<file path="config.mk">
export PLATFORM = sky130hd
export DESIGN_NAME = ro_freq_meter_flat
export DESIGN_NICKNAME = d
export VERILOG_FILES = /design/src/rtl/ro_freq_meter_pkg.sv /design/src/rtl/ro_freq_meter_if.sv /design/src/rtl/ro_freq_meter_sync_edge_det.sv /design/src/rtl/ro_freq_meter.sv /design/src/flat_wrapper.sv
export SDC_FILE = /design/constraint.sdc
export NUM_CORES = 1
export LEC_CHECK = 0
export CORE_MARGIN = 10
export CORE_UTILIZATION = 62
export DETAILED_ROUTE_END_ITERATION = 8
export PLACE_DENSITY = 0.85
export REMOVE_ABC_BUFFERS = 1
export SLEW_MARGIN = 40
export SYNTH_ARGS = -nofsm -noshare
export SYNTH_HDL_FRONTEND = slang
export SYNTH_SLANG_ARGS = --single-unit
</file>
<file path="constraint.sdc">
create_clock -name clk -period 5.35 [get_ports clk]
set_input_delay 0.535 -clock clk [delete_from_list [all_inputs] [get_ports clk]]
set_output_delay 0.535 -clock clk [all_outputs]
set_load 0.005 [all_outputs]
</file>
<file path="src/rtl/ro_freq_meter_pkg.sv">
// Shared constants for the ring-oscillator frequency meter: FSM encoding and default sizing.
package ro_meter_pkg;

    localparam int CNT_W_DEF       = 16;
    localparam int WIN_W_DEF       = 16;
    localparam int SYNC_STAGES_DEF = 2;
    localparam int SETTLE_CYC_DEF  = 8;

    localparam logic [1:0] ST_IDLE    = 2'd0;
    localparam logic [1:0] ST_SETTLE  = 2'd1;
    localparam logic [1:0] ST_MEASURE = 2'd2;
    localparam logic [1:0] ST_DONE    = 2'd3;

endpackage

</file>
<file path="src/rtl/ro_freq_meter_if.sv">
// Request/result bundle of the frequency meter; master starts measurements, slave reports counts.
interface ro_freq_meter_if #(
    parameter int CNT_W = 16,
    parameter int WIN_W = 16
);
    logic             start;
    logic [WIN_W-1:0] win_len;
    logic             busy;
    logic             done;
    logic [CNT_W-1:0] count;
    logic             count_valid;
    logic             overflow;

    modport master (
        output start, win_len,
        input  busy, done, count, count_valid, overflow
    );

    modport slave (
        input  start, win_len,
        output busy, done, count, count_valid, overflow
    );
endinterface

</file>
<file path="src/rtl/ro_freq_meter_sync_edge_det.sv">
// Synchronizes the asynchronous oscillator tap and flags rising edges of the synchronized level.
module sync_edge_det #(
    parameter int SYNC_STAGES = 2
) (
    input  logic clk,
    input  logic rst_n,
    input  logic d,
    output logic rise
);
    logic [SYNC_STAGES-1:0] sync_q;
    logic                   prev_q;

    // Free-running so prev already tracks the tap before any window opens.
    always_ff @(posedge clk or negedge rst_n) begin
        if (!rst_n) begin
            sync_q <= '0;
            prev_q <= 1'b0;
        end else begin
            sync_q <= {sync_q[SYNC_STAGES-2:0], d};
            prev_q <= sync_q[SYNC_STAGES-1];
        end
    end

    assign rise = sync_q[SYNC_STAGES-1] & ~prev_q;
endmodule

</file>
<file path="src/rtl/ro_freq_meter.sv">
// Ring-oscillator frequency meter: enables the ring, settles, counts tap edges over win_len cycles.
module ro_freq_meter
    import ro_meter_pkg::*;
#(
    parameter int CNT_W       = CNT_W_DEF,
    parameter int WIN_W       = WIN_W_DEF,
    parameter int SYNC_STAGES = SYNC_STAGES_DEF,
    parameter int SETTLE_CYC  = SETTLE_CYC_DEF
) (
    input  logic                   clk,
    input  logic                   rst_n,
    ro_freq_meter_if.slave         bus,
    input  logic                   ro_in,
    output logic                   ro_en
);
    localparam int SET_W = $clog2(SETTLE_CYC + 1);

    logic [1:0]       state;
    logic [SET_W-1:0] settle_cnt;
    logic [WIN_W-1:0] win_cnt;
    logic [WIN_W-1:0] win_len_q;
    logic [CNT_W-1:0] edge_cnt;
    logic             ovf_acc;
    logic [CNT_W-1:0] count_q;
    logic             count_valid_q;
    logic             overflow_q;

    logic             rise;
    logic             edge_inc;
    logic             edge_sat;
    logic [CNT_W-1:0] edge_cnt_nxt;
    logic             ovf_nxt;
    logic             enter_done;

    sync_edge_det #(
        .SYNC_STAGES(SYNC_STAGES)
    ) u_sync_edge_det (
        .clk  (clk),
        .rst_n(rst_n),
        .d    (ro_in),
        .rise (rise)
    );

    // Next edge count includes the edge of the current cycle, so the last window cycle is counted.
    always_comb begin
        edge_inc     = (state == ST_MEASURE) && rise;
        edge_sat     = (edge_cnt == '1);
        edge_cnt_nxt = edge_cnt;
        ovf_nxt      = ovf_acc;
        if (edge_inc) begin
            if (edge_sat) ovf_nxt      = 1'b1;
            else          edge_cnt_nxt = edge_cnt + CNT_W'(1);
        end
        enter_done = ((state == ST_SETTLE) && (settle_cnt == '0) && (win_len_q == '0)) ||
                     ((state == ST_MEASURE) && (win_cnt == '0));
    end

    always_ff @(posedge clk or negedge rst_n) begin
        if (!rst_n) begin
            state         <= ST_IDLE;
            settle_cnt    <= '0;
            win_cnt       <= '0;
            win_len_q     <= '0;
            edge_cnt      <= '0;
            ovf_acc       <= 1'b0;
            count_q       <= '0;
            count_valid_q <= 1'b0;
            overflow_q    <= 1'b0;
        end else begin
            case (state)
                ST_IDLE: begin
                    if (bus.start) begin
                        win_len_q     <= bus.win_len;
                        edge_cnt      <= '0;
                        ovf_acc       <= 1'b0;
                        count_valid_q <= 1'b0;
                        overflow_q    <= 1'b0;
                        settle_cnt    <= SET_W'(SETTLE_CYC - 1);
                        state         <= ST_SETTLE;
                    end
                end
                ST_SETTLE: begin
                    if (settle_cnt == '0) begin
                        win_cnt <= win_len_q - WIN_W'(1);
                        state   <= (win_len_q == '0) ? ST_DONE : ST_MEASURE;
                    end else begin
                        settle_cnt <= settle_cnt - SET_W'(1);
                    end
                end
                ST_MEASURE: begin
                    edge_cnt <= edge_cnt_nxt;
                    ovf_acc  <= ovf_nxt;
                    if (win_cnt == '0) state   <= ST_DONE;
                    else               win_cnt <= win_cnt - WIN_W'(1);
                end
                ST_DONE:  state <= ST_IDLE;
                default:  state <= ST_IDLE;
            endcase

            // Result registers load on entry to DONE so they are already valid alongside done.
            if (enter_done) begin
                count_q       <= edge_cnt_nxt;
                overflow_q    <= ovf_nxt;
                count_valid_q <= 1'b1;
            end
        end
    end

    assign ro_en           = (state == ST_SETTLE) || (state == ST_MEASURE);
    assign bus.busy        = (state != ST_IDLE);
    assign bus.done        = (state == ST_DONE);
    assign bus.count       = count_q;
    assign bus.count_valid = count_valid_q;
    assign bus.overflow    = overflow_q;
endmodule

</file>
<file path="src/flat_wrapper.sv">
// flat-port wrapper written by rule: the top's interface ports become plain ports
module ro_freq_meter_flat import ro_meter_pkg::*;
#(
    parameter int CNT_W       = CNT_W_DEF,
    parameter int WIN_W       = WIN_W_DEF,
    parameter int SYNC_STAGES = SYNC_STAGES_DEF,
    parameter int SETTLE_CYC  = SETTLE_CYC_DEF
)
  (clk, rst_n, ro_in, ro_en, bus_start, bus_win_len, bus_busy, bus_done, bus_count, bus_count_valid, bus_overflow);
  ro_freq_meter_if #(.CNT_W(CNT_W), .WIN_W(WIN_W)) bus_i ();
  input  logic clk;
  input  logic rst_n;
  input  logic ro_in;
  output logic ro_en;
  input wire logic [$bits(bus_i.start)-1:0] bus_start;
  input wire logic [$bits(bus_i.win_len)-1:0] bus_win_len;
  output wire logic [$bits(bus_i.busy)-1:0] bus_busy;
  output wire logic [$bits(bus_i.done)-1:0] bus_done;
  output wire logic [$bits(bus_i.count)-1:0] bus_count;
  output wire logic [$bits(bus_i.count_valid)-1:0] bus_count_valid;
  output wire logic [$bits(bus_i.overflow)-1:0] bus_overflow;
  assign bus_i.start = bus_start;
  assign bus_i.win_len = bus_win_len;
  assign bus_busy = bus_i.busy;
  assign bus_done = bus_i.done;
  assign bus_count = bus_i.count;
  assign bus_count_valid = bus_i.count_valid;
  assign bus_overflow = bus_i.overflow;
  ro_freq_meter #(.CNT_W(CNT_W), .WIN_W(WIN_W), .SYNC_STAGES(SYNC_STAGES), .SETTLE_CYC(SETTLE_CYC)) u_core (.clk(clk), .rst_n(rst_n), .bus(bus_i), .ro_in(ro_in), .ro_en(ro_en));
endmodule
</file>
# ---- After elaboration in Yosys (flattened, before gate mapping)
# Index checks and enable logic that the tools add are counted.
dict set report word_totals {
  ff_bits 76
  latchBits 0
  ramBits 0
  romBits 0
  inputBits 20
  wordCells 70
  n_memories 0
}
dict set report op_classes {
  add_sub_neg 4
  n_mul 0
  n_div 0
  magnitude_cmp 0
  n_eq_ne 9
  shift 0
  mux 22
  n_bitwise 2
  reduce_logical 22
}
# cell n
set op_table {}
lappend op_table {{two-way mux 16 bit} 5}
lappend op_table {{case mux 16 bit (2 select lines)} 2}
lappend op_table {{logical NOT 16 bit} 2}
lappend op_table {{subtractor 16 x 1 -> 16 bit, second input constant} 2}
lappend op_table {{adder 16 x 1 -> 16 bit, second input constant} 1}
lappend op_table {{== test 16 bit, second input constant} 1}
lappend op_table {{nonzero test 2 bit} 6}
lappend op_table {{AND reduction 3 bit} 3}
lappend op_table {{two-way mux 4 bit} 2}
lappend op_table {{inequality test 2 bit, second input constant} 4}
lappend op_table {{case mux 2 bit (4 select lines)} 1}
lappend op_table {{case mux 4 bit (2 select lines)} 1}
lappend op_table {{two-way mux 1 bit} 7}
lappend op_table {{two-way mux 2 bit} 3}
lappend op_table {{AND reduction 2 bit} 3}
lappend op_table {{== test 2 bit, second input constant} 2}
lappend op_table {{logical AND 1 bit} 4}
lappend op_table {{logical NOT 4 bit} 1}
lappend op_table {{subtractor 4 x 1 -> 4 bit, second input constant} 1}
lappend op_table {{== test 2 x 1 -> 1 bit, second input constant} 1}
lappend op_table {{logical NOT 2 bit} 1}
lappend op_table {{logical OR 1 bit} 2}
lappend op_table {{inequality test 2 x 1 -> 1 bit, second input constant} 1}
lappend op_table {{case mux 1 bit (2 select lines)} 1}
lappend op_table {{other kinds (2)} 2}

# ---- Depth between registers and ports, before layout
# Gate-level depths: netlist of run 1.
dict set report depth {
  word_depth 6
  mapped_depth 13
  ltp_nobuf 8
}

# ---- Modules after synthesis
# From an unflattened synthesis of run 1, not the netlist that was laid out.
dict set report unflattened {
  cells_unflattened 452
  area_unflattened_um2 4230.3
}
# mod instances cells_per_inst area_per_inst_um2 seq_area_each_um2
set modules_own_cells {}
lappend modules_own_cells {ro_freq_meter 1 448 4141.5 1826.8}
lappend modules_own_cells {sync_edge_det 1 4 88.8 75.1}

# ---- Least setup slack after synthesis of run 1
# Ideal clock, no wire load.
dict set report synth_timing {
  path_type {reg2reg}
  start {register u_core.state[0]}
  end {register u_core.win_cnt[12]}
  t_arrival_ns 3.130
  required_time_ns 5.246
  slack_ns 2.116
  path_stages_with_launch 14
  synth_period_minus_slack_ns 3.234
  cell_sequence {dfrtp_1 inv_1 ha_1 buf_2 buf_1 clkbuf_1 clkbuf_1 mux2i_1 ha_1 clkbuf_1 nand2_1 nor2_1 xnor2_1 a221oi_1}
}
dict set report synth_between {
  elab_chain_len 3
  word_cells_on_any_way 7
}
# element line
set synth_rtl {}
lappend synth_rtl {{start: declaration} ro_freq_meter.sv:18} ;# logic [1:0] state;
lappend synth_rtl {{start signal: assignment} ro_freq_meter.sv:85} ;# state <= (win_len_q == '0) ? ST_DONE : ST_MEASURE;
lappend synth_rtl {{== test 2 bit / == test 2 x 1 -> 1 bit (equally long branches)} ro_freq_meter.sv:70} ;# case (state)
lappend synth_rtl {{inequality test 2 bit (no source line), or another cell as far along} n/a}
lappend synth_rtl {{AND reduction 3 bit (no source line)} n/a}
lappend synth_rtl {{end signal: assignment} ro_freq_meter.sv:84} ;# win_cnt <= win_len_q - WIN_W'(1);
lappend synth_rtl {{end signal: assignment} ro_freq_meter.sv:94} ;# else win_cnt <= win_cnt - WIN_W'(1);
lappend synth_rtl {{end: declaration} ro_freq_meter.sv:20} ;# logic [WIN_W-1:0] win_cnt;
# Parallel ways exist; a longest one is shown, timed or not.
# A chain may end at the register's enable or synchronous reset.

# ---- Worst setup path after layout of run 1
dict set report layout_timing {
  start {register u_core.state[0]}
  end {register u_core.edge_cnt[14]}
}
dict set report layout_between {
  elab_chain_len 4
  word_cells_on_any_way 8
}
# element line
set layout_rtl {}
lappend layout_rtl {{== test 2 bit} {ro_freq_meter.sv:46, ro_freq_meter.sv:70}}
lappend layout_rtl {{logical AND 1 bit} ro_freq_meter.sv:46} ;# edge_inc = (state == ST_MEASURE) && rise;
lappend layout_rtl {{two-way mux 16 bit} ro_freq_meter.sv:50} ;# if (edge_inc) begin
lappend layout_rtl {{case mux 16 bit (2 select lines)} ro_freq_meter.sv:70}
lappend layout_rtl {{end signal: assignment} ro_freq_meter.sv:91} ;# edge_cnt <= edge_cnt_nxt;
lappend layout_rtl {{end: declaration} ro_freq_meter.sv:22} ;# logic [CNT_W-1:0] edge_cnt;
# Parallel ways exist; a longest one is shown, timed or not.

==> results of run 1 <==
through the flow:
| step | setup slack (ns) | utilization (%) | power, W | cell area, um^2 |
|---|---|---|---|---|
| 2_1_floorplan | 2.18 | - | 0.00166 | 4190 |
| 3_3_place_gp | 2.32 | 69.8 | 0.00194 | 4720 |
| 3_5_place_dp | 2.21 | 70.0 | 0.00200 | 4730 |
| 4_1_cts | 2.20 | 72.9 | 0.00245 | 4930 |
| 5_1_grt | 1.85 | 72.9 | 0.00263 | 4930 |
| 6_report | 2.14 | 72.9 | 0.00246 | 4930 |
sequential cells by signal (all words and copies together), names as in the netlist:
register / count
u_core.u_sync_edge_det.sync_q: 2
u_core.ovf_acc: 1
u_core.win_cnt: 16
u_core.u_sync_edge_det.prev_q: 1
u_core.edge_cnt: 16
u_core.win_len_q: 16
u_core.bus.count_valid: 1
u_core.bus.overflow: 1
u_core.state: 2
u_core.bus.count: 16
u_core.settle_cnt: 4
cells by family (layout without fill, tap and decap cells):
| kind of cell | count (synthesis) | count (layout) | synth area share [%] |
|---|---|---|---|
| compound gates | 125 | 125 | 18.5 |
| xor+xnor | 22 | 22 | 4.50 |
| fa+ha+maj | 7 | 7 | 2.05 |
| buf+inv | 29 | 67 | 2.69 |
| flops | 76 | 76 | 44.5 |
| mux | 29 | 29 | 7.34 |
| simple gates | 167 | 167 | 20.4 |
power groups by stage:
stage / Combinational (W) / Clock, W / Sequential, W
2_1_floorplan: 0.000786 / 0 / 0.000870
3_3_place_gp: 0.00102 / 0 / 0.000928
3_5_place_dp: 0.00107 / 0 / 0.000933
4_1_cts: 0.00107 / 0.000452 / 0.000925
5_1_grt: 0.00120 / 0.000476 / 0.000955
6_report: 0.00108 / 0.000444 / 0.000933
critical path: cells and delay by family (launching register included):
kind / cells / cell delay [ns]
adder cells (fa/ha/maj): 1 / 0.67
flip-flops: 1 / 0.43
AO/OA/AOI/OAI: 2 / 0.27
AND/OR/NAND/NOR: 4 / 1.20
buffers and inverters: 2 / 0.52
final cells by class:
class                      instances  share of cell area [%]
sequential                        76                    38.6
multi-input combinational        350                    46.2
clock inverter                     7                    1.47
timing repair buffer              43                    8.61
tap                               80                    2.03
clock buffer                       9                    2.51
inverter                           8                   0.609
synth_stat cells (3+ instances only):
library cell	number	area [um^2]
or4_1	4	30.0
xor2_1	7	61.3
mux2_2	19	214
mux2i_1	10	100
a21oi_1	27	135
nor3_1	14	70.1
or3_1	4	25.0
a31oi_1	5	31.3
nand3_1	15	75.1
buf_2	5	25.0
or2_2	3	18.8
o31ai_1	4	30.0
clkbuf_1	15	56.3
xnor2_1	15	131
nand2b_1	3	18.8
nor4_1	8	50.1
a22o_1	6	52.6
nor2_1	24	90.1
nor4b_1	3	26.3
o211ai_1	3	22.5
and4_1	4	35.0
dfrtp_1	76	1900
o21ai_0	54	270
nand4_1	4	25.0
inv_1	8	30.0
nand2_1	61	229
ha_1	7	87.6
worst max path at each step:
stage	slack, ns	end	cells after the start
after global routing	1.85	u_core.edge_cnt[10]$_DFFE_PN0P_	9
final	2.14	u_core.edge_cnt[14]$_DFFE_PN0P_	9
after CTS	2.20	u_core.edge_cnt[10]$_DFFE_PN0P_	9
after detailed placement	2.21	u_core.edge_cnt[14]$_DFFE_PN0P_	9
after floorplan	2.18	u_core.win_cnt[15]$_DFFE_PN0P_	8
after global placement	2.32	u_core.edge_cnt[14]$_DFFE_PN0P_	9
metal layers:
metal / vias up / GRT usage [%] / wire, um
li1: 1735 / - / -
met1: 1808 / 27.3 / 4690
met2: 137 / 31.3 / 4650
met3: 12 / 5.29 / 712
met4: 0 / 5.45 / 129
met5: - / 0 / 0
==> impl_metrics.tcl, run 1 <==
set metrics [dict create \
    synth_edf_count 0 \
    crit_fanout 30 \
    cts_sinks 76 \
    grt_pass1_wl_mm 17.1 \
    drc 0 \
    die_h_um 103 \
    core_area_um2 6760 \
    nNetsFinal 515 \
    slew_violations 0 \
    crit_required_ns 5.61 \
    post_cts_resized 0 \
    worstReg2RegEnd "u_core.edge_cnt[14]$_DFFE_PN0P_" \
    pwr-share-clk_pct 18.1 \
    fin_setup_tns_ns 0 \
    die_area_um2 10600 \
    clockRootBuffer "clkbuf_8" \
    syn-cell-area_um2 4280 \
    gp_congestion 0.933 \
    p_comb_share_pct 44.0 \
    ant_nets 0 \
    grt_pass1_vias 3499 \
    postCtsSetupBuffers 0 \
    pwr-share-seq_pct 38.0 \
    yosys_warnings 0 \
    fin_cells 573 \
    p_leak_nw 1.95 \
    holdWs_ns 0.173 \
    ys_types 64 \
    seq_area_frac_synth_pct 44.5 \
    vias 3692 \
    io_pins 41 \
    rsz0062_at_grt "false" \
    cts_tree "done" \
    drive_above_1_share_pct 11.6 \
    r2r_cells 9 \
    powerDensity_nw_per_um2 499 \
    postSynthAreaPerCell_um2 9.40 \
    internal_power_w 0.00141 \
    hold_buffers 0 \
    cp_slowest_cell "ha_1" \
    mostFrequentLayoutCells "dfrtp_1, nand2_1, o21ai_0" \
    num_rows 30 \
    synthCells 455 \
    min_period_ns 3.21 \
    cp-end-kind "register" \
    ff2ff_setup_slack_ns 2.14 \
    run_status "complete, no violations" \
    async_flop_share_pct 100 \
    syn_to_final_growth_pct 15.2 \
    relSlewSlack_pct 47.4 \
    hold_viol_final 0 \
    multi_input_area_um2 2270 \
    synth_seq_cells 76 \
    path_cells "inv_1 > ha_1 > buf_4 > and4b_1 > nand2_1 > or2_2 > nor4b_1 > o21ai_0 > o21a_1" \
    diodes 0 \
    htreeDepth 3 \
    final-seq-area_um2 1900 \
    mostFrequentLayoutCell "dfrtp_1" \
    first_pass_iters 5 \
    max_stage_delay_ns 0.67 \
    clk_latency_ns 0.36 \
    grt_remaining_overflow 0 \
    path_class "register to register" \
    clk_pin_slew_ns 0.09 \
    antenna_found_initial 0 \
    dpl.cell_count 557 \
    ys.flop_type "dfrtp_1" \
    grt_use_total_pct 20.2 \
    clock_skew_ns 0.00976 \
    drv_cap 0 \
    max_freq_ghz 0.312 \
    start_util_pct 63.3 \
    setup_viol 0 \
    post_drt_wl_per_cell_um 17.8 \
    worst_pin_slew_ns 0.788 \
    grt_max_degree 77 \
    port_buffers 40 \
    vias_per_cell 6.44 \
    clk_path_buf_depth 2 \
    worstPathArrival_ns 3.46 \
    finalCritPeriodShare_pct 59.9 \
    worstReg2RegStart "u_core.state[0]$_DFFE_PN0P_" \
    drt_iter0_drc 280 \
    num-fill-cells 492 \
    die_width_um 103 \
    dpl.hpwl_mm 7.03 \
    cts_buffers 9 \
    p_sw_w 0.00105 \
    hold_path_class "primary input to asynchronous set/reset pin" \
    swShare_pct 42.8 \
    cp-start-kind "register" \
    wirelength_mm 10.2 \
    vdd_drop_max_uv 267 \
    crit_start "u_core.state[0]$_DFFE_PN0P_" \
]
No activity file was read; power rests on OpenSTA's default activity.
==> inputs of run 2 (changes only) <==
Settings changed: CORE_UTILIZATION 62 to 52, PLACE_DENSITY 0.85 to 0.76.
Clock period 5.35 ns to 2.85 ns, I/O delays scaled along.
==> run 2 against run 1 <==
Effect of this change: count of clock-buffer cells in the layout increased by 2; final cell count grew 6.1%; sequential power is 86% higher; critical path depth unchanged; highest routed layer unchanged; non-clock buffer count grew 11; largest cell class unchanged; total power up 87%; utilization is 11 points lower; critical endpoint unchanged.
==> impl_metrics.tcl, run 2 (synthesis results as in run 1) <==
set metrics [dict create \
    ff2ff_setup_slack_ns 0.24 \
    cts_buffers 9 \
    gp_congestion 0.918 \
    io_pins 41 \
    run_status "complete, no violations" \
    grt_pass1_vias 3399 \
    diodes 0 \
    min_to "u_core.u_sync_edge_det.sync_q[1]$_DFF_PN0_" \
    wirelength_mm 10.0 \
    port_buffers 40 \
    cts_tree "done" \
    grt_remaining_overflow 0 \
    cp-end-kind "register" \
    cp-start-kind "register" \
    worst_pin_slew_ns 0.742 \
    clk_pin_slew_ns 0.08 \
    clk_latency_ns 0.35 \
    vias_per_cell 5.92 \
    max_freq_ghz 0.383 \
    drive_above_1_share_pct 12.9 \
    hold_path_class "register to register" \
    die_width_um 111 \
    drv_cap 0 \
    start_util_pct 52.9 \
    worstReg2RegStart "u_core.state[0]$_DFFE_PN0P_" \
    post_drt_wl_per_cell_um 16.5 \
    num_rows 33 \
    powerDensity_nw_per_um2 918 \
    dpl.hpwl_mm 7.24 \
    slew_violations 0 \
    clock_skew_ns 0.00406 \
    finalCritPeriodShare_pct 91.7 \
    vias 3602 \
    antenna_found_initial 0 \
    htreeDepth 3 \
    mostFrequentLayoutCell "dfrtp_1" \
    clk_path_buf_depth 2 \
    worst_slack_ns 0.238 \
    rsz0062_at_grt "false" \
    min_period_ns 2.61 \
    drt_iter0_drc 209 \
    hold_viol_final 0 \
    r2r_cells 9 \
    grt_max_degree 77 \
    core_area_um2 8090 \
    p_leak_nw 1.99 \
    relSlewSlack_pct 50.1 \
    place_ws_ns 0.126 \
    crit_required_ns 3.09 \
    setup_viol 0 \
    worstPathArrival_ns 2.85 \
    drc 0 \
    hold_depth 0 \
    mostFrequentLayoutCells "dfrtp_1, nand2_1, o21ai_0" \
    grt_use_total_pct 16.5 \
    syn_to_final_growth_pct 17.2 \
    clockRootBuffer "clkbuf_8" \
    cts_sinks 76 \
    nNetsFinal 526 \
    grt_pass1_wl_mm 17.1 \
    die_h_um 111 \
    first_pass_iters 4 \
    worstReg2RegEnd "u_core.edge_cnt[14]$_DFFE_PN0P_" \
    path_class "register to register" \
    ant_nets 0 \
    min_from "u_core.u_sync_edge_det.sync_q[0]$_DFF_PN0_" \
    die_area_um2 12300 \
    holdWs_ns 0.352 \
    vdd_drop_max_uv 459 \
    crit_fanout 16 \
]
## run 2: timing repair
item | 4_1_cts | 5_1_grt
hold endpoints to repair | 76 | 0
setup endpoints to repair | 0 | 4
setup buffers | 0 | 0
hold buffers | 1 | 0
gates resized for setup | 0 | 1
## run 2: routing by layer
layer	routed length [um]	track usage, %	share of wire [%]
met1	4850	23.9	48
met2	4410	23.8	44
met3	602	2.27	6.0
met4	191	7.03	1.9
met5	0	0	0
## run 2: final cells by class
cell class | instances | area (um^2)
multi-input cells | 350 | 2260
well taps | 105 | 131
inverters | 8 | 30.0
fillers | 721 | 3080
clock buffers | 11 | 151
flip-flops and latches | 76 | 1900
clock inverters | 4 | 25.0
repair buffers | 54 | 509
## run 2: worst max path at each step
stage | cells past startpoint | startpoint | to
5_1_grt | 9 | u_core.state[0]$_DFFE_PN0P_ | u_core.edge_cnt[14]$_DFFE_PN0P_
2_1_floorplan | 8 | u_core.state[0]$_DFFE_PN0P_ | u_core.win_cnt[15]$_DFFE_PN0P_
4_1_cts | 9 | u_core.state[0]$_DFFE_PN0P_ | u_core.edge_cnt[14]$_DFFE_PN0P_
3_5_place_dp | 9 | u_core.state[0]$_DFFE_PN0P_ | u_core.edge_cnt[14]$_DFFE_PN0P_
6_report | 9 | u_core.state[0]$_DFFE_PN0P_ | u_core.edge_cnt[14]$_DFFE_PN0P_
3_3_place_gp | 9 | u_core.state[0]$_DFFE_PN0P_ | u_core.edge_cnt[14]$_DFFE_PN0P_
## run 2: per-stage QoR
stage / util, % / area [um^2] / TNS [ns] / cells / power, W
CTS: 61.9 / 5010 / 0 / 608 / 0.00461
finish: 61.9 / 5010 / 0 / 608 / 0.00460
global route: 61.9 / 5010 / 0 / 608 / 0.00496
detailed placement: 59.6 / 4820 / 0 / 592 / 0.00385
global placement: 59.6 / 4820 / 0 / 592 / 0.00378
floorplan: - / 4190 / -3.01 / 434 / 0.00311
## run 2: report_power, final
| group | switching [W] | internal [W] | total (W) |
|---|---|---|---|
| sequential | 0.000378 | 0.00137 | 0.00174 |
| clock | 0.000392 | 0.000356 | 0.000747 |
| combinational | 0.00117 | 0.000939 | 0.00211 |
## run 2: worst max-delay path, cell delays in order (launching register included)
cell     delay (ns)
dfrtp_1        0.38
inv_1          0.08
ha_2           0.32
buf_4          0.26
and4b_1        0.27
nand2_1        0.19
or2_2          0.36
nor4b_1        0.35
o21ai_0        0.14
o21a_1         0.13
